**src/rtl/mem_arb_pkg.sv**
```systemverilog
// Shared types for the memory port arbiter: FSM states, port owner and the latched command.
package mem_arb_pkg;

    localparam int ARB_AW = 32;
    localparam int ARB_DW = 32;

    typedef enum logic [1:0] {
        IDLE  = 2'd0,
        ISSUE = 2'd1,
        WAIT  = 2'd2
    } arb_state_t;

    typedef enum logic {
        OWN_PC   = 1'b0,
        OWN_LDST = 1'b1
    } arb_owner_t;

    typedef struct packed {
        logic [ARB_AW-1:0] addr;
        logic [ARB_DW-1:0] wrdata;
        logic [3:0]        byte_en;
        logic              is_wr;
        arb_owner_t        owner;
    } arb_cmd_t;

endpackage

```
**src/rtl/mem_port_arbiter_if.sv**
```systemverilog
// Bundle of the fetch port, load/store port and memory command/return signals around the arbiter.
interface mem_port_arbiter_if #(
    parameter int AW = 32,
    parameter int DW = 32
);
    logic [AW-1:0] pc_addr;
    logic          pc_rd;
    logic [3:0]    pc_byte_en;
    logic          pc_waitrequest;
    logic [DW-1:0] pc_rddata;
    logic          pc_rddatavalid;

    logic [AW-1:0] ldst_addr;
    logic          ldst_rd;
    logic          ldst_wr;
    logic [DW-1:0] ldst_wrdata;
    logic [3:0]    ldst_byte_en;
    logic          ldst_waitrequest;
    logic [DW-1:0] ldst_rddata;
    logic          ldst_rddatavalid;

    logic [AW-1:0] mem_addr;
    logic [DW-1:0] mem_wrdata;
    logic [3:0]    mem_byte_en;
    logic          mem_rd;
    logic          mem_wr;
    logic [DW-1:0] mem_rddata;

    modport slave (
        input  pc_addr, pc_rd, pc_byte_en,
        input  ldst_addr, ldst_rd, ldst_wr, ldst_wrdata, ldst_byte_en,
        input  mem_rddata,
        output pc_waitrequest, pc_rddata, pc_rddatavalid,
        output ldst_waitrequest, ldst_rddata, ldst_rddatavalid,
        output mem_addr, mem_wrdata, mem_byte_en, mem_rd, mem_wr
    );

    modport master (
        output pc_addr, pc_rd, pc_byte_en,
        output ldst_addr, ldst_rd, ldst_wr, ldst_wrdata, ldst_byte_en,
        output mem_rddata,
        input  pc_waitrequest, pc_rddata, pc_rddatavalid,
        input  ldst_waitrequest, ldst_rddata, ldst_rddatavalid,
        input  mem_addr, mem_wrdata, mem_byte_en, mem_rd, mem_wr
    );

endinterface

```
**src/rtl/mem_arb_rd_tracker.sv**
```systemverilog
// Read-latency tracker: counts down RD_LAT after the read strobe, captures memory data into the
// owning port's register and pulses that port's valid one cycle later.
module mem_arb_rd_tracker
    import mem_arb_pkg::*;
#(
    parameter int DW     = 32,
    parameter int RD_LAT = 1
) (
    input  logic          clk,
    input  logic          reset,
    input  logic          load,
    input  logic          active,
    input  arb_owner_t    owner,
    input  logic [DW-1:0] mem_rddata,
    output logic          done,
    output logic [DW-1:0] pc_rddata,
    output logic          pc_rddatavalid,
    output logic [DW-1:0] ldst_rddata,
    output logic          ldst_rddatavalid
);

    localparam int CW = (RD_LAT > 1) ? $clog2(RD_LAT) : 1;

    logic [CW-1:0] cnt_q;

    assign done = active && (cnt_q == '0);

    always_ff @(posedge clk) begin
        if (reset) begin
            cnt_q            <= '0;
            pc_rddata        <= '0;
            pc_rddatavalid   <= 1'b0;
            ldst_rddata      <= '0;
            ldst_rddatavalid <= 1'b0;
        end else begin
            pc_rddatavalid   <= done && (owner == OWN_PC);
            ldst_rddatavalid <= done && (owner == OWN_LDST);
            if (load) begin
                cnt_q <= CW'(RD_LAT - 1);
            end else if (active && (cnt_q != '0)) begin
                cnt_q <= cnt_q - CW'(1);
            end
            // only the owner's data register moves; the other port keeps its last return
            if (done && (owner == OWN_PC)) begin
                pc_rddata <= mem_rddata;
            end
            if (done && (owner == OWN_LDST)) begin
                ldst_rddata <= mem_rddata;
            end
        end
    end

endmodule

```
**src/rtl/mem_port_arbiter.sv**
```systemverilog
// Single-outstanding arbiter sharing one memory between fetch and load/store ports.
// Define MEM_ARB_RR_EN for round-robin tie-breaking; default is fixed ldst-over-pc priority.
//
// state | meaning
// IDLE  | accepting; winner's waitrequest drops combinationally, command latched
// ISSUE | registered mem_rd/mem_wr strobe is on the bus
// WAIT  | read latency running; leaves when the tracker captures the data
module mem_port_arbiter
    import mem_arb_pkg::*;
#(
    parameter int AW     = ARB_AW,
    parameter int DW     = ARB_DW,
    parameter int RD_LAT = 1
) (
    input  logic              clk,
    input  logic              reset,
    mem_port_arbiter_if.slave bus
);

    arb_state_t state_q, state_d;
    arb_cmd_t   cmd_q, cmd_d;
    logic       accept;
    logic       grant_ldst;
    logic       pc_req, ldst_req;
    logic       mem_rd_q, mem_wr_q;
    logic       rd_done;

`ifdef MEM_ARB_RR_EN
    arb_owner_t last_grant_q;
`endif

    assign pc_req   = bus.pc_rd;
    assign ldst_req = bus.ldst_rd | bus.ldst_wr;

    always_ff @(posedge clk) begin
        if (reset) begin
            state_q <= IDLE;
        end else begin
            state_q <= state_d;
        end
    end

    always_comb begin
        state_d               = state_q;
        accept                = 1'b0;
        bus.pc_waitrequest    = 1'b1;
        bus.ldst_waitrequest  = 1'b1;
`ifdef MEM_ARB_RR_EN
        grant_ldst = ldst_req && (!pc_req || (last_grant_q == OWN_PC));
`else
        grant_ldst = ldst_req;
`endif
        cmd_d         = '0;
        cmd_d.addr    = ARB_AW'(grant_ldst ? bus.ldst_addr : bus.pc_addr);
        cmd_d.wrdata  = grant_ldst ? ARB_DW'(bus.ldst_wrdata) : '0;
        cmd_d.byte_en = grant_ldst ? bus.ldst_byte_en : bus.pc_byte_en;
        // a simultaneous ldst read+write is treated as a store
        cmd_d.is_wr   = grant_ldst && bus.ldst_wr;
        cmd_d.owner   = grant_ldst ? OWN_LDST : OWN_PC;

        case (state_q)
            IDLE: begin
                if ((pc_req || ldst_req) && !reset) begin
                    accept               = 1'b1;
                    bus.ldst_waitrequest = !grant_ldst;
                    bus.pc_waitrequest   = grant_ldst;
                    state_d              = ISSUE;
                end
            end
            ISSUE:   state_d = cmd_q.is_wr ? IDLE : WAIT;
            WAIT:    if (rd_done) state_d = IDLE;
            default: state_d = IDLE;
        endcase
    end

    always_ff @(posedge clk) begin
        if (reset) begin
            cmd_q    <= '0;
            mem_rd_q <= 1'b0;
            mem_wr_q <= 1'b0;
`ifdef MEM_ARB_RR_EN
            last_grant_q <= OWN_LDST;
`endif
        end else begin
            mem_rd_q <= accept && !cmd_d.is_wr;
            mem_wr_q <= accept && cmd_d.is_wr;
            if (accept) begin
                cmd_q <= cmd_d;
`ifdef MEM_ARB_RR_EN
                last_grant_q <= cmd_d.owner;
`endif
            end
        end
    end

    assign bus.mem_addr    = AW'(cmd_q.addr);
    assign bus.mem_wrdata  = DW'(cmd_q.wrdata);
    assign bus.mem_byte_en = cmd_q.byte_en;
    assign bus.mem_rd      = mem_rd_q;
    assign bus.mem_wr      = mem_wr_q;

    mem_arb_rd_tracker #(
        .DW     (DW),
        .RD_LAT (RD_LAT)
    ) u_rd_tracker (
        .clk              (clk),
        .reset            (reset),
        .load             ((state_q == ISSUE) && !cmd_q.is_wr),
        .active           (state_q == WAIT),
        .owner            (cmd_q.owner),
        .mem_rddata       (bus.mem_rddata),
        .done             (rd_done),
        .pc_rddata        (bus.pc_rddata),
        .pc_rddatavalid   (bus.pc_rddatavalid),
        .ldst_rddata      (bus.ldst_rddata),
        .ldst_rddatavalid (bus.ldst_rddatavalid)
    );

endmodule

```
**src/flat_wrapper.sv**
```systemverilog
// flat-port wrapper written by rule: the top's interface ports become plain ports
module mem_port_arbiter_flat import mem_arb_pkg::*;
#(
    parameter int AW     = ARB_AW,
    parameter int DW     = ARB_DW,
    parameter int RD_LAT = 1
)
  (clk, reset, bus_pc_addr, bus_pc_rd, bus_pc_byte_en, bus_ldst_addr, bus_ldst_rd, bus_ldst_wr, bus_ldst_wrdata, bus_ldst_byte_en, bus_mem_rddata, bus_pc_waitrequest, bus_pc_rddata, bus_pc_rddatavalid, bus_ldst_waitrequest, bus_ldst_rddata, bus_ldst_rddatavalid, bus_mem_addr, bus_mem_wrdata, bus_mem_byte_en, bus_mem_rd, bus_mem_wr);
  mem_port_arbiter_if #(.AW(AW), .DW(DW)) bus_i ();
  input  logic clk;
  input  logic reset;
  input wire logic [$bits(bus_i.pc_addr)-1:0] bus_pc_addr;
  input wire logic [$bits(bus_i.pc_rd)-1:0] bus_pc_rd;
  input wire logic [$bits(bus_i.pc_byte_en)-1:0] bus_pc_byte_en;
  input wire logic [$bits(bus_i.ldst_addr)-1:0] bus_ldst_addr;
  input wire logic [$bits(bus_i.ldst_rd)-1:0] bus_ldst_rd;
  input wire logic [$bits(bus_i.ldst_wr)-1:0] bus_ldst_wr;
  input wire logic [$bits(bus_i.ldst_wrdata)-1:0] bus_ldst_wrdata;
  input wire logic [$bits(bus_i.ldst_byte_en)-1:0] bus_ldst_byte_en;
  input wire logic [$bits(bus_i.mem_rddata)-1:0] bus_mem_rddata;
  output wire logic [$bits(bus_i.pc_waitrequest)-1:0] bus_pc_waitrequest;
  output wire logic [$bits(bus_i.pc_rddata)-1:0] bus_pc_rddata;
  output wire logic [$bits(bus_i.pc_rddatavalid)-1:0] bus_pc_rddatavalid;
  output wire logic [$bits(bus_i.ldst_waitrequest)-1:0] bus_ldst_waitrequest;
  output wire logic [$bits(bus_i.ldst_rddata)-1:0] bus_ldst_rddata;
  output wire logic [$bits(bus_i.ldst_rddatavalid)-1:0] bus_ldst_rddatavalid;
  output wire logic [$bits(bus_i.mem_addr)-1:0] bus_mem_addr;
  output wire logic [$bits(bus_i.mem_wrdata)-1:0] bus_mem_wrdata;
  output wire logic [$bits(bus_i.mem_byte_en)-1:0] bus_mem_byte_en;
  output wire logic [$bits(bus_i.mem_rd)-1:0] bus_mem_rd;
  output wire logic [$bits(bus_i.mem_wr)-1:0] bus_mem_wr;
  assign bus_i.pc_addr = bus_pc_addr;
  assign bus_i.pc_rd = bus_pc_rd;
  assign bus_i.pc_byte_en = bus_pc_byte_en;
  assign bus_i.ldst_addr = bus_ldst_addr;
  assign bus_i.ldst_rd = bus_ldst_rd;
  assign bus_i.ldst_wr = bus_ldst_wr;
  assign bus_i.ldst_wrdata = bus_ldst_wrdata;
  assign bus_i.ldst_byte_en = bus_ldst_byte_en;
  assign bus_i.mem_rddata = bus_mem_rddata;
  assign bus_pc_waitrequest = bus_i.pc_waitrequest;
  assign bus_pc_rddata = bus_i.pc_rddata;
  assign bus_pc_rddatavalid = bus_i.pc_rddatavalid;
  assign bus_ldst_waitrequest = bus_i.ldst_waitrequest;
  assign bus_ldst_rddata = bus_i.ldst_rddata;
  assign bus_ldst_rddatavalid = bus_i.ldst_rddatavalid;
  assign bus_mem_addr = bus_i.mem_addr;
  assign bus_mem_wrdata = bus_i.mem_wrdata;
  assign bus_mem_byte_en = bus_i.mem_byte_en;
  assign bus_mem_rd = bus_i.mem_rd;
  assign bus_mem_wr = bus_i.mem_wr;
  mem_port_arbiter #(.AW(AW), .DW(DW), .RD_LAT(RD_LAT)) u_core (.clk(clk), .reset(reset), .bus(bus_i));
endmodule
```
**config.mk**
```make
export PLATFORM = sky130hd
export DESIGN_NAME = mem_port_arbiter_flat
export DESIGN_NICKNAME = d
export VERILOG_FILES = /design/src/rtl/mem_arb_pkg.sv /design/src/rtl/mem_port_arbiter_if.sv /design/src/rtl/mem_arb_rd_tracker.sv /design/src/rtl/mem_port_arbiter.sv /design/src/flat_wrapper.sv
export SDC_FILE = /design/constraint.sdc
export NUM_CORES = 1
export LEC_CHECK = 0
export BUFFER_PORTS_ARGS = -buffer_cell sky130_fd_sc_hd__buf_4
export CORE_ASPECT_RATIO = 2
export CORE_MARGIN = 3
export CORE_UTILIZATION = 50
export CTS_CLUSTER_DIAMETER = 100
export DETAILED_ROUTE_END_ITERATION = 16
export PLACE_DENSITY_LB_ADDON = 0.12
export SETUP_SLACK_MARGIN = 0.3
export SYNTH_ARGS = -nofsm -noshare
export SYNTH_HDL_FRONTEND = slang
export SYNTH_HIERARCHICAL = 1
export SYNTH_SLANG_ARGS = --single-unit
```
**constraint.sdc**
```tcl
create_clock -name clk -period 5.55 [get_ports clk]
set_clock_uncertainty 0.1 [all_clocks]
set_input_delay 1.665 -clock clk [delete_from_list [all_inputs] [get_ports clk]]
set_output_delay 1.665 -clock clk [all_outputs]
set_load 0.03 [all_outputs]
```
# After elaboration in Yosys (flattened, before gate mapping)
# Cells that the tools add are included.
[totals]
regBits = 141
in_bits = 141
out_inout_bits = 138
elab_cells = 52
[classes]
add_sub_neg = 1
n_eq_ne = 4
n_mux = 14
bitwise_logic = 3
n_reduce_logical = 17
[ops]
columns = ["cell", "n"]
rows = [
  ["$mux 32", 2],
  ["$logic_and 1x1->1", 9],
  ["$mux 1", 7],
  ["$mux 2", 3],
  ["$pmux 2 s3", 1],
  ["$logic_not 1->1", 4],
  ["$mux 4", 1],
  ["$ne 2x1->1 const B", 2],
  ["$eq 2x1->1 const B", 1],
  ["$eq 2x2->1 const B", 1],
  ["$logic_not 2->1", 1],
  ["$not 1->1", 2],
  ["$reduce_and 2->1", 1],
  ["$reduce_or 2->1", 1],
  ["$logic_or 1x1->1", 1],
  ["$or 1x1->1", 1],
  ["$sub 1x1->1 const B", 1],
]

# Longest topological paths before layout
# Gate-level depths: netlist (run 1).
[depth]
word_depth = 6
ltp_mapped = 7
depth_no_buf = 4

# Cells and area by module
# Netlist (run 1), hierarchy kept.
[by_module_without_submodules]
columns = ["module", "n_inst", "cells_per_inst", "area_per_inst_um2", "seq_area_each_um2"]
rows = [
  ["mem_port_arbiter", 1, 444, 3585.9, 1481.4],
  ["mem_arb_rd_tracker", 1, 254, 2765.2, 1341.3],
]

# Worst setup path after synthesis (run 1)
# OpenSTA, ideal clock, no wires.
[synth_timing]
kind = "input-to-output"
start = "input reset"
end = "output bus_pc_waitrequest"
arrival_time_ns = 2.725
t_required_ns = 3.785
setup_slack_ns = 1.060
path_stages = 6
n_path_buf = 3
cell_sequence = "buf_4 > or3_1 > buf_2 > nor2_4 > buf_4 > nand2_1"
[synth_between]
elab_chain_cells = 4
[synth_lines]
columns = ["item", "line_no", "text"]
rows = [
  ["from (decl)", "flat_wrapper.sv:11", "input logic reset;"],
  ["$logic_not 1->1", "mem_port_arbiter.sv:63", "if ((pc_req || ldst_req) && !reset) begin"],
  ["$logic_and 1x1->1", "mem_port_arbiter.sv:63", ""],
  ["$mux 1", "mem_port_arbiter.sv:63", ""],
  ["$mux 1", "mem_port_arbiter.sv:61", "case (state_q)"],
  ["to (decl)", "flat_wrapper.sv:21", "output wire logic [$bits(bus_i.pc_waitrequest)-1:0] bus_pc_waitrequest;"],
]
# No other way between the ends.

# Final worst setup path (run 1)
[layout_timing]
start = "input bus_ldst_rd"
end = "output bus_pc_waitrequest"
[layout_between]
elab_chain_cells = 5
[layout_lines]
columns = ["item", "line_no", "text"]
rows = [
  ["from (decl)", "flat_wrapper.sv:16", "input wire logic [$bits(bus_i.ldst_rd)-1:0] bus_ldst_rd;"],
  ["$or 1x1->1 *", "mem_port_arbiter.sv:33", "assign ldst_req = bus.ldst_rd | bus.ldst_wr;"],
  ["$logic_or 1x1->1", "mem_port_arbiter.sv:63", ""],
  ["$logic_and 1x1->1", "mem_port_arbiter.sv:63", ""],
  ["$mux 1 *", "mem_port_arbiter.sv:63", ""],
  ["$mux 1 *", "mem_port_arbiter.sv:61", ""],
]
# Mark *: on every way between the ends. The rest lies on a longest branch, timed or not.

==> flow_summary.json, run 1 <==
{
  "status": "finished clean",
  "place.gp.congestion": 0.805,
  "grt_util_all_layers_pct": 23.9,
  "power_w": 0.00283,
  "setup_viol": 0,
  "die_w_um": 85.7,
  "synth_fa_ha_area_share_pct": 0,
  "final_max_slew_viol_count": 0,
  "yosys_warnings": 6,
  "grt_setup_unrepaired": "false",
  "crit_fanout": 35,
  "via_per_inst": 5.26,
  "syn-num-nets": 839,
  "cts_hold_buf": 0,
  "firstDrtPassIters": 4,
  "start_util_pct": 51.8,
  "ir_worst_vdd_mv": 0.249,
  "drt-total-wl_um": 17300,
  "synth-seq-cells": 141,
  "leakagePower_nw": 3.83,
  "synth.top_cell.area_share_pct": 44.4,
  "drt_first_iter_violations": 203,
  "setup_tns_ns": 0,
  "final_nets": 1017,
  "cts_sinks": 141,
  "dp_hpwl_um": 12400,
  "route.detailed.drc": 0,
  "cp_data_required_time_ns": 3.79,
  "synth_compound_area_share_pct": 13.4,
  "ant_nets": 0,
  "die_h_um": 165,
  "syn_avg_cell_area_um2": 9.10,
  "pre_cts_slack_ns": 1.22,
  "clk_latency_ns": 0.40,
  "final_util_pct": 69.1,
  "use_met1_pct": 25.2,
  "p_per_area_nw_per_um2": 334,
  "synth_top_family_by_area": "simple AND/OR/NAND/NOR gates",
  "io_pins": 279,
  "vias": 5453,
  "synthSimpleGateAreaFrac_pct": 18.9,
  "synth_xor_xnor_area_share_pct": 0,
  "slew_headroom_pct": 11.0,
  "drive_gt1_share_pct": 36.6,
  "muxShareOfSynthArea_pct": 10.1,
  "grt_start_max_net_pins": 105,
  "path_clk_slew_ns": 0.05,
  "fin_hold_ws_ns": 0.373,
  "tritoncts": "done",
  "start_kind": "input port",
  "grt_pass1_vias": 5556,
  "cts-resized-gates": 0,
  "routedWlPerCell_um": 16.7,
  "finalHoldViolCount": 0,
  "synthesis.area_um2": 6350,
  "h-tree-depth": 4,
  "area_delta_synth_final_pct": 33.5,
  "endpoint_kind": "output pin",
  "grtUsageMet2_pct": 42.5,
  "syn_inst": 698,
  "period_share_pct": 78.1,
  "setup_ws_ns": 1.22,
  "yosysTopAreaCell": "dfxtp_1",
  "yosysSeqAreaShare_pct": 44.4,
  "min_path_type": "register to register",
  "cts_buffers": 17,
  "io_buffers": 278,
  "worstPathArrival_ns": 2.57,
  "rows": 57,
  "grt_remaining_overflow": 0,
  "grt_pass1_wl_um": 26800,
  "synth_cell_types": 31,
  "fin_crit_ns": 4.33,
  "fp.coreArea_um2": 12300,
  "cts_setup_buffers": 0,
  "grt_most_used_layer": "met2",
  "antenna_cells": 0,
  "synthTopCellsByArea": "dfxtp_1 (44%), mux2i_1 (10%), nand2b_1 (9.5%), buf_4 (9.0%), a21oi_1 (5.5%)",
  "grt_util_met3_pct": 6.01,
  "die_area_um2": 14200,
  "worst_pin_slew_ns": 1.33,
  "critPathKind": "input port to output pin",
  "clk_path_buf_depth": 2,
  "cap_viol_max_count": 0,
  "fmax_mhz": 231,
  "antenna_found_initial": 0,
  "cts_root_buffer": "clkbuf_16"
}
worst max-delay path, stage by stage:
cell	delay (ns)
buf_4	0.13
nor3_4	0.16
buf_4	0.34
nor2_4	0.05
nand2_1	0.07
buf_4	0.15
path summary, 6_finish.rpt:
check / startpoint / end / slack, ns / cells after the start
worst min-delay path: u_core/u_rd_tracker/ldst_rddata[17]$_SDFFE_PP0P_ / u_core/u_rd_tracker/ldst_rddata[17]$_SDFFE_PP0P_ / 0.37 / 2
worst max-delay path: bus_ldst_rd / bus_pc_waitrequest / 1.22 / 6
worst min register to register: u_core/u_rd_tracker/ldst_rddata[17]$_SDFFE_PP0P_ / u_core/u_rd_tracker/ldst_rddata[17]$_SDFFE_PP0P_ / 0.37 / 2
worst max register to register: u_core/state_q[1]$_SDFFE_PP0P_ / u_core/u_rd_tracker/ldst_rddata[20]$_SDFFE_PP0P_ / 3.53 / 3
metal layers:
layer / vias to the layer above / part of all wire, %
met5: - / 0
li1: 2679 / -
met2: 218 / 53
met3: 46 / 6.5
met1: 2510 / 36
met4: 0 / 4.3
flip-flops by register name, indices dropped and copies added (netlist names):
signal                                count
u_core/bus.mem_wrdata                    32
u_core/bus.mem_addr                      32
u_core/u_rd_tracker/ldst_rddata          32
u_core/cmd_q                              2
u_core/u_rd_tracker/ldst_rddatavalid      1
u_core/bus.mem_wr                         1
u_core/bus.mem_byte_en                    4
u_core/u_rd_tracker/cnt_q                 1
u_core/u_rd_tracker/pc_rddatavalid        1
u_core/u_rd_tracker/pc_rddata            32
u_core/bus.mem_rd                         1
u_core/state_q                            2
where the power goes:
group / internal (W) / switching (W)
Clock: 0.000723 / 0.000427
Sequential: 0.00108 / 0.0000404
Combinational: 0.000235 / 0.000325
cell families after synthesis:
kind of cell    Yosys count
mux                      64
simple gates            222
compound gates          141
flops                   141
buf+inv                 130
through the flow:
stage	std cells	cell area (um2)
final	1036	8480
after global routing	1036	8480
after CTS	1036	8480
after detailed placement	1004	7870
after global placement	1004	7870
after floorplan	698	6350
synth_stat cells:
| cell type | count |
|---|---|
| nor4b_1 | 1 |
| a311oi_1 | 36 |
| or3_1 | 2 |
| nand2_1 | 75 |
| nand3b_1 | 1 |
| or2_2 | 1 |
| a211oi_1 | 1 |
| nor3b_2 | 1 |
| buf_12 | 1 |
| o21ai_1 | 3 |
| clkbuf_1 | 32 |
| nor3_1 | 1 |
| inv_1 | 1 |
| buf_6 | 2 |
| or3b_1 | 1 |
| buf_4 | 76 |
| o21ba_2 | 1 |
| nor3b_1 | 2 |
| and3b_1 | 2 |
| nor2b_1 | 3 |
| a21oi_1 | 70 |
| buf_8 | 1 |
| nand2b_1 | 96 |
| buf_2 | 17 |
| mux2i_1 | 64 |
| nor2_4 | 1 |
| nor2_1 | 1 |
| nor3_4 | 2 |
| dfxtp_1 | 141 |
| o21ai_0 | 30 |
| nand3_1 | 32 |
cell type report:
type / count / area [um2]
tap: 147 / 184
clock buffer: 20 / 447
sequential: 141 / 2820
inverter: 1 / 3.75
timing repair buffer: 288 / 2160
multi-input combinational: 427 / 2700
clock inverter: 12 / 160
fill: 1035 / 3790
cells in the final DEF (no fill, tap or decap), drive strengths merged, types with 2 or more instances in the layout:
cell / n
a21oi: 70
a311oi: 36
and3b: 2
buf: 288
bufinv: 3
clkbuf: 20
clkinv: 2
clkinvlp: 4
dfxtp: 141
inv: 4
mux2i: 64
nand2: 75
nand2b: 96
nand3: 32
nor2: 2
nor2b: 3
nor3: 3
nor3b: 3
o21ai: 33
or3: 2
No activity file was read; power rests on OpenSTA's default activity.
==> run 2: changes to the inputs <==
--- a/config.mk
+++ b/config.mk
@@ -8,7 +8,7 @@
 export BUFFER_PORTS_ARGS = -buffer_cell sky130_fd_sc_hd__buf_4
 export CORE_ASPECT_RATIO = 2
 export CORE_MARGIN = 3
-export CORE_UTILIZATION = 50
+export CORE_UTILIZATION = 48
 export CTS_CLUSTER_DIAMETER = 100
 export DETAILED_ROUTE_END_ITERATION = 16
 export PLACE_DENSITY_LB_ADDON = 0.12
==> constraint.sdc (replaced) <==
create_clock -name clk -period 4.1 [get_ports clk]
set_clock_uncertainty 0.1 [all_clocks]
set_input_delay 1.23 -clock clk [delete_from_list [all_inputs] [get_ports clk]]
set_output_delay 1.23 -clock clk [all_outputs]
set_load 0.03 [all_outputs]
==> run 2 against run 1 <==
Against the previous run:
- sequential share of layout area decreased by 0.088 points
- cell count increased by 0.29%
- register-to-register slack got worse by 1.5 ns
- critical path depth decreased by 1
- worst setup slack got worse by 0.56 ns
- combinational power increased by 36%
- sequential power increased by 36%
- flip-flop and latch count unchanged
==> flow_summary.json, run 2 (same netlist as run 1, synthesis figures left out) <==
{
  "grt_remaining_overflow": 0,
  "fin_crit_ns": 3.44,
  "h-tree-depth": 4,
  "grt_util_all_layers_pct": 22.8,
  "ir_worst_vdd_mv": 0.363,
  "cp_cell_sequence": "buf_4 -> or3_1 -> nor2_4 -> nand2_1 -> buf_4",
  "grt_pass1_wl_um": 26700,
  "io_buffers": 278,
  "grt_util_met3_pct": 6.43,
  "cap_viol_max_count": 0,
  "grtUsageMet2_pct": 40.2,
  "p_seq_share_pct": 39.1,
  "routedWlPerCell_um": 16.6,
  "leakagePower_nw": 3.85,
  "netSwitchingPower_w": 0.00109,
  "area_delta_synth_final_pct": 33.9,
  "min_path_type": "register to register",
  "fp.coreArea_um2": 12800,
  "final_nets": 1018,
  "r2r-end": "u_core/u_rd_tracker/ldst_rddata[25]$_SDFFE_PP0P_",
  "final_max_slew_viol_count": 0,
  "crit_top_cell": "buf_4",
  "use_met1_pct": 23.8,
  "slowest_delay_ns": 0.39,
  "power_w": 0.00389,
  "drt-total-wl_um": 17300,
  "fmax_mhz": 290,
  "worst_pin_slew_ns": 0.914,
  "r2r-start": "u_core/state_q[1]$_SDFFE_PP0P_",
  "cts_setup_buffers": 0,
  "grt_pass1_vias": 5586,
  "firstDrtPassIters": 6,
  "dp_hpwl_um": 12300,
  "setup_viol": 0,
  "grt_setup_unrepaired": "false",
  "endpoint_kind": "output pin",
  "period_share_pct": 84.0,
  "cts_hold_buf": 0,
  "drive_gt1_share_pct": 36.7,
  "clk_path_buf_depth": 2,
  "cts_sinks": 141,
  "internal_power_w": 0.00280,
  "status": "finished clean",
  "mostFrequentLayoutCell": "buf_4",
  "cts_buffers": 17,
  "finalHoldViolCount": 0,
  "path_clk_slew_ns": 0.06,
  "cts-resized-gates": 0,
  "worstRegToRegCells": 3,
  "die_w_um": 87.3,
  "die_area_um2": 14700,
  "drt_first_iter_violations": 194,
  "crit_slowest_cell": "or3_1",
  "hold-path-endpoint": "u_core/u_rd_tracker/pc_rddata[21]$_SDFFE_PP0P_",
  "combPwrFrac_pct": 19.5,
  "p_per_area_nw_per_um2": 457,
  "ant_nets": 0,
  "pwr-share-clk_pct": 41.4,
  "hp-start": "u_core/u_rd_tracker/pc_rddata[21]$_SDFFE_PP0P_",
  "cp_data_required_time_ns": 2.77,
  "setup_tns_ns": 0,
  "grt_most_used_layer": "met2",
  "route.detailed.drc": 0,
  "place.gp.congestion": 0.798,
  "holdPathStages": 2,
  "final_cell_mix": "buf_4 (289), dfxtp_1 (141), nand2b_1 (96)",
  "crit_fanout": 3,
  "via_per_inst": 5.31,
  "swShare_pct": 27.9,
  "antenna_found_initial": 0,
  "antenna_cells": 0,
  "tritoncts": "done",
  "regToRegSetupSlack_ns": 2.07,
  "slew_headroom_pct": 39.0,
  "worstPathArrival_ns": 2.11,
  "io_pins": 279,
  "critPathKind": "input port to output pin",
  "clk_latency_ns": 0.40,
  "vias": 5521,
  "final_util_pct": 66.6,
  "grt_start_max_net_pins": 99,
  "rows": 58,
  "cts_root_buffer": "clkbuf_16",
  "die_h_um": 169,
  "start_kind": "input port",
  "start_util_pct": 49.7
}
## run 2: cell type report
| cell class | count | area, um2 |
|---|---|---|
| well taps | 150 | 188 |
| inverters | 1 | 3.75 |
| fillers | 1068 | 4270 |
| clock buffers | 18 | 429 |
| flip-flops and latches | 141 | 2820 |
| multi-input cells | 427 | 2700 |
| clock inverters | 13 | 189 |
| repair buffers | 289 | 2170 |
## run 2: power groups by stage
stage	logic [W]	registers [W]	clock network, W
floorplan	0.000502	0.00159	0
global placement	0.000747	0.00154	0
detailed placement	0.000760	0.00155	0
CTS	0.000762	0.00152	0.00164
global route	0.000809	0.00153	0.00170
finish	0.000758	0.00152	0.00161
## run 2: stage by stage
| stage | hold slack (ns) | cell area, um2 | std cells | worst slack, ns |
|---|---|---|---|---|
| after floorplan | 0.354 | 6350 | 698 | 0.480 |
| after global placement | 0.359 | 7880 | 1008 | 0.674 |
| after detailed placement | 0.362 | 7880 | 1008 | 0.656 |
| after CTS | 0.378 | 8500 | 1039 | 0.649 |
| after global routing | 0.395 | 8500 | 1039 | 0.635 |
| final | 0.376 | 8500 | 1039 | 0.657 |
## run 2: routing by layer
| metal | routed length [um] | up-vias | part of all wire [%] |
|---|---|---|---|
| met5 | 0 | - | 0 |
| met4 | 708 | 0 | 4.1 |
| met3 | 1220 | 43 | 7.0 |
| met2 | 9250 | 225 | 53 |
| met1 | 6120 | 2576 | 35 |
| li1 | - | 2677 | - |
## run 2: worst max path at each step
stage	from	end	slack (ns)	cells after the start
after floorplan	reset	bus_pc_waitrequest	0.48	6
after CTS	reset	bus_pc_waitrequest	0.65	5
after detailed placement	reset	bus_pc_waitrequest	0.66	5
after global routing	reset	bus_pc_waitrequest	0.64	5
after global placement	reset	bus_pc_waitrequest	0.67	5
final	reset	bus_pc_waitrequest	0.66	5
## run 2: worst max-delay path, delay by kind of cell
kind | cells | cell delay (ns)
simple gates | 3 | 0.59
buf+inv | 2 | 0.30
==> run 3: changes to the inputs <==
--- a/config.mk
+++ b/config.mk
@@ -8,7 +8,7 @@
 export BUFFER_PORTS_ARGS = -buffer_cell sky130_fd_sc_hd__buf_4
 export CORE_ASPECT_RATIO = 2
 export CORE_MARGIN = 3
-export CORE_UTILIZATION = 48
+export CORE_UTILIZATION = 43
 export CTS_CLUSTER_DIAMETER = 100
 export DETAILED_ROUTE_END_ITERATION = 16
 export PLACE_DENSITY_LB_ADDON = 0.12
==> constraint.sdc (replaced) <==
create_clock -name clk -period 3.15 [get_ports clk]
set_clock_uncertainty 0.1 [all_clocks]
set_input_delay 0.945 -clock clk [delete_from_list [all_inputs] [get_ports clk]]
set_output_delay 0.945 -clock clk [all_outputs]
set_load 0.03 [all_outputs]
==> run 3 against run 2 <==
Against the previous run:
- cell count increased by 4.1%
- first-iteration DRC count decreased by 19%
- sequential share of layout area decreased by 0.38 points
- worst setup slack got worse by 0.33 ns
- highest routed layer unchanged
- combinational power increased by 32%
- power increased by 30%
- critical endpoint unchanged
- non-clock buffer count increased by 1
- flip-flop and latch count unchanged
- utilization decreased by 7.0 points
- die area increased by 11%
==> flow_summary.json, run 3 (same netlist as run 1, synthesis figures left out) <==
{
  "grt_start_max_net_pins": 102,
  "worstSetupStartpoint": "reset",
  "io_pins": 279,
  "cap_viol_max_count": 0,
  "path_clk_slew_ns": 0.06,
  "cts_hold_buf": 0,
  "cts_sinks": 141,
  "cp_cell_sequence": "buf_4 -> or3_4 -> nor2_4 -> nand2_8 -> buf_6",
  "area_delta_synth_final_pct": 35.4,
  "mostFrequentLayoutCell": "buf_4",
  "period_share_pct": 89.8,
  "cts_buffers": 17,
  "cp_top_family": "simple AND/OR/NAND/NOR gates",
  "critPathCapture": "bus_pc_waitrequest",
  "grt_pass1_vias": 5521,
  "via_per_inst": 5.02,
  "tritoncts": "done",
  "grt_util_all_layers_pct": 20.7,
  "setup_tns_ns": 0,
  "worstRegToRegCells": 3,
  "fp.coreArea_um2": 14400,
  "p_per_area_nw_per_um2": 588,
  "vias": 5430,
  "dp_hpwl_um": 12700,
  "grt_remaining_overflow": 0,
  "drt_first_iter_violations": 158,
  "start_util_pct": 44.0,
  "fmax_mhz": 354,
  "slowest_delay_ns": 0.35,
  "antenna_found_initial": 0,
  "routedWlPerCell_um": 16.2,
  "r2r-start": "u_core/state_q[1]$_SDFFE_PP0P_",
  "die_w_um": 91.9,
  "antenna_cells": 0,
  "rows": 62,
  "fin_hold_ws_ns": 0.375,
  "drive_gt1_share_pct": 37.2,
  "worst-path-stages": 5,
  "slew_headroom_pct": 38.9,
  "finalHoldViolCount": 0,
  "grt_pass1_wl_um": 26900,
  "setup_viol": 0,
  "endpoint_kind": "output pin",
  "clk_path_buf_depth": 2,
  "die_h_um": 178,
  "power_w": 0.00506,
  "final_max_slew_viol_count": 0,
  "h-tree-depth": 4,
  "placed_cells": 1050,
  "die_area_um2": 16400,
  "min_path_type": "register to register",
  "critPathKind": "input port to output pin",
  "ir_worst_vdd_mv": 0.382,
  "place.gp.congestion": 0.810,
  "route.detailed.drc": 0,
  "worst_pin_slew_ns": 0.916,
  "drt-total-wl_um": 17500,
  "ant_nets": 0,
  "clk_latency_ns": 0.40,
  "final_nets": 1019,
  "final_cell_mix": "buf_4 (289), dfxtp_1 (141), nand2b_1 (96)",
  "status": "finished clean",
  "path_buf_inv": 2,
  "final_util_pct": 59.6,
  "crit_slowest_cell": "or3_4",
  "worstPathArrival_ns": 1.78,
  "leakagePower_nw": 3.87,
  "firstDrtPassIters": 4,
  "cts_root_buffer": "clkbuf_16",
  "instances_no_fill": 1082,
  "crit_fanout": 3,
  "r2r-end": "u_core/u_rd_tracker/ldst_rddata[18]$_SDFFE_PP0P_",
  "grt_setup_unrepaired": "true",
  "regToRegSetupSlack_ns": 1.13,
  "cp_data_required_time_ns": 2.10,
  "io_buffers": 278,
  "fin_crit_ns": 2.83,
  "start_kind": "input port"
}
## run 3: cell types whose count changed in the layout (fill, tap and decap cells not counted), sizes merged
cell | previous run | this run
buf | 289 | 290
clkinv | 4 | 2
bufinv | 4 | 3
inv | 4 | 7
## run 3: worst register-to-register path: cells and delay by family, from the launching register on
kind | cells | cell delay, ns
mux | 1 | 0.28
flops | 1 | 0.41
simple gates | 2 | 1.17
## run 3: layout make-up
| class | count | area (um2) |
|---|---|---|
| repair buffers | 290 | 2180 |
| flip-flops and latches | 141 | 2820 |
| well taps | 192 | 240 |
| fillers | 1323 | 5830 |
| inverters | 1 | 3.75 |
| clock inverters | 13 | 180 |
| clock buffers | 18 | 439 |
| multi-input cells | 427 | 2730 |
## run 3: what timing repair did
action	CTS	global route
endpoints found under the setup margin	1	1
buffers inserted	1	0
pin swaps	1	1
gates resized for setup	2	0
hold endpoints to repair	0	0
gates cloned	0	0
## run 3: per-stage QoR
step	worst slack, ns	area [um2]
2_1_floorplan	0.240	6380
3_3_place_gp	0.273	7970
3_5_place_dp	0.221	7970
4_1_cts	0.306	8600
5_1_grt	0.290	8600
6_report	0.323	8600
## run 3: power by group
| group | total, W | leakage (nW) | switching (W) | internal (W) |
|---|---|---|---|---|
| sequential | 0.00198 | 1.15 | 0.0000700 | 0.00191 |
| clock | 0.00208 | 0.298 | 0.000797 | 0.00129 |
| combinational | 0.000998 | 2.42 | 0.000578 | 0.000419 |
## run 3: how the worst min path moves through the flow
stage / slack, ns / cells past startpoint / startpoint / to
floorplan: 0.35 / 2 / u_core/bus.mem_wrdata[0]$_SDFFE_PP0P_ / u_core/bus.mem_wrdata[0]$_SDFFE_PP0P_
global placement: 0.36 / 2 / u_core/u_rd_tracker/ldst_rddata[30]$_SDFFE_PP0P_ / u_core/u_rd_tracker/ldst_rddata[30]$_SDFFE_PP0P_
detailed placement: 0.36 / 2 / u_core/u_rd_tracker/pc_rddata[31]$_SDFFE_PP0P_ / u_core/u_rd_tracker/pc_rddata[31]$_SDFFE_PP0P_
CTS: 0.38 / 2 / u_core/u_rd_tracker/pc_rddata[31]$_SDFFE_PP0P_ / u_core/u_rd_tracker/pc_rddata[31]$_SDFFE_PP0P_
global route: 0.39 / 2 / u_core/u_rd_tracker/ldst_rddata[28]$_SDFFE_PP0P_ / u_core/u_rd_tracker/ldst_rddata[28]$_SDFFE_PP0P_
finish: 0.38 / 2 / u_core/bus.mem_wrdata[18]$_SDFFE_PP0P_ / u_core/bus.mem_wrdata[18]$_SDFFE_PP0P_
## run 3: layer usage
metal / share of wire, % / routed length [um] / up-vias / GRT usage (%)
li1: - / - / 2680 / -
met1: 36 / 6280 / 2525 / 21.5
met2: 55 / 9560 / 200 / 38.1
met3: 7.0 / 1230 / 25 / 6.32
met4: 2.6 / 463 / 0 / 8.44
met5: 0 / 0 / - / 0
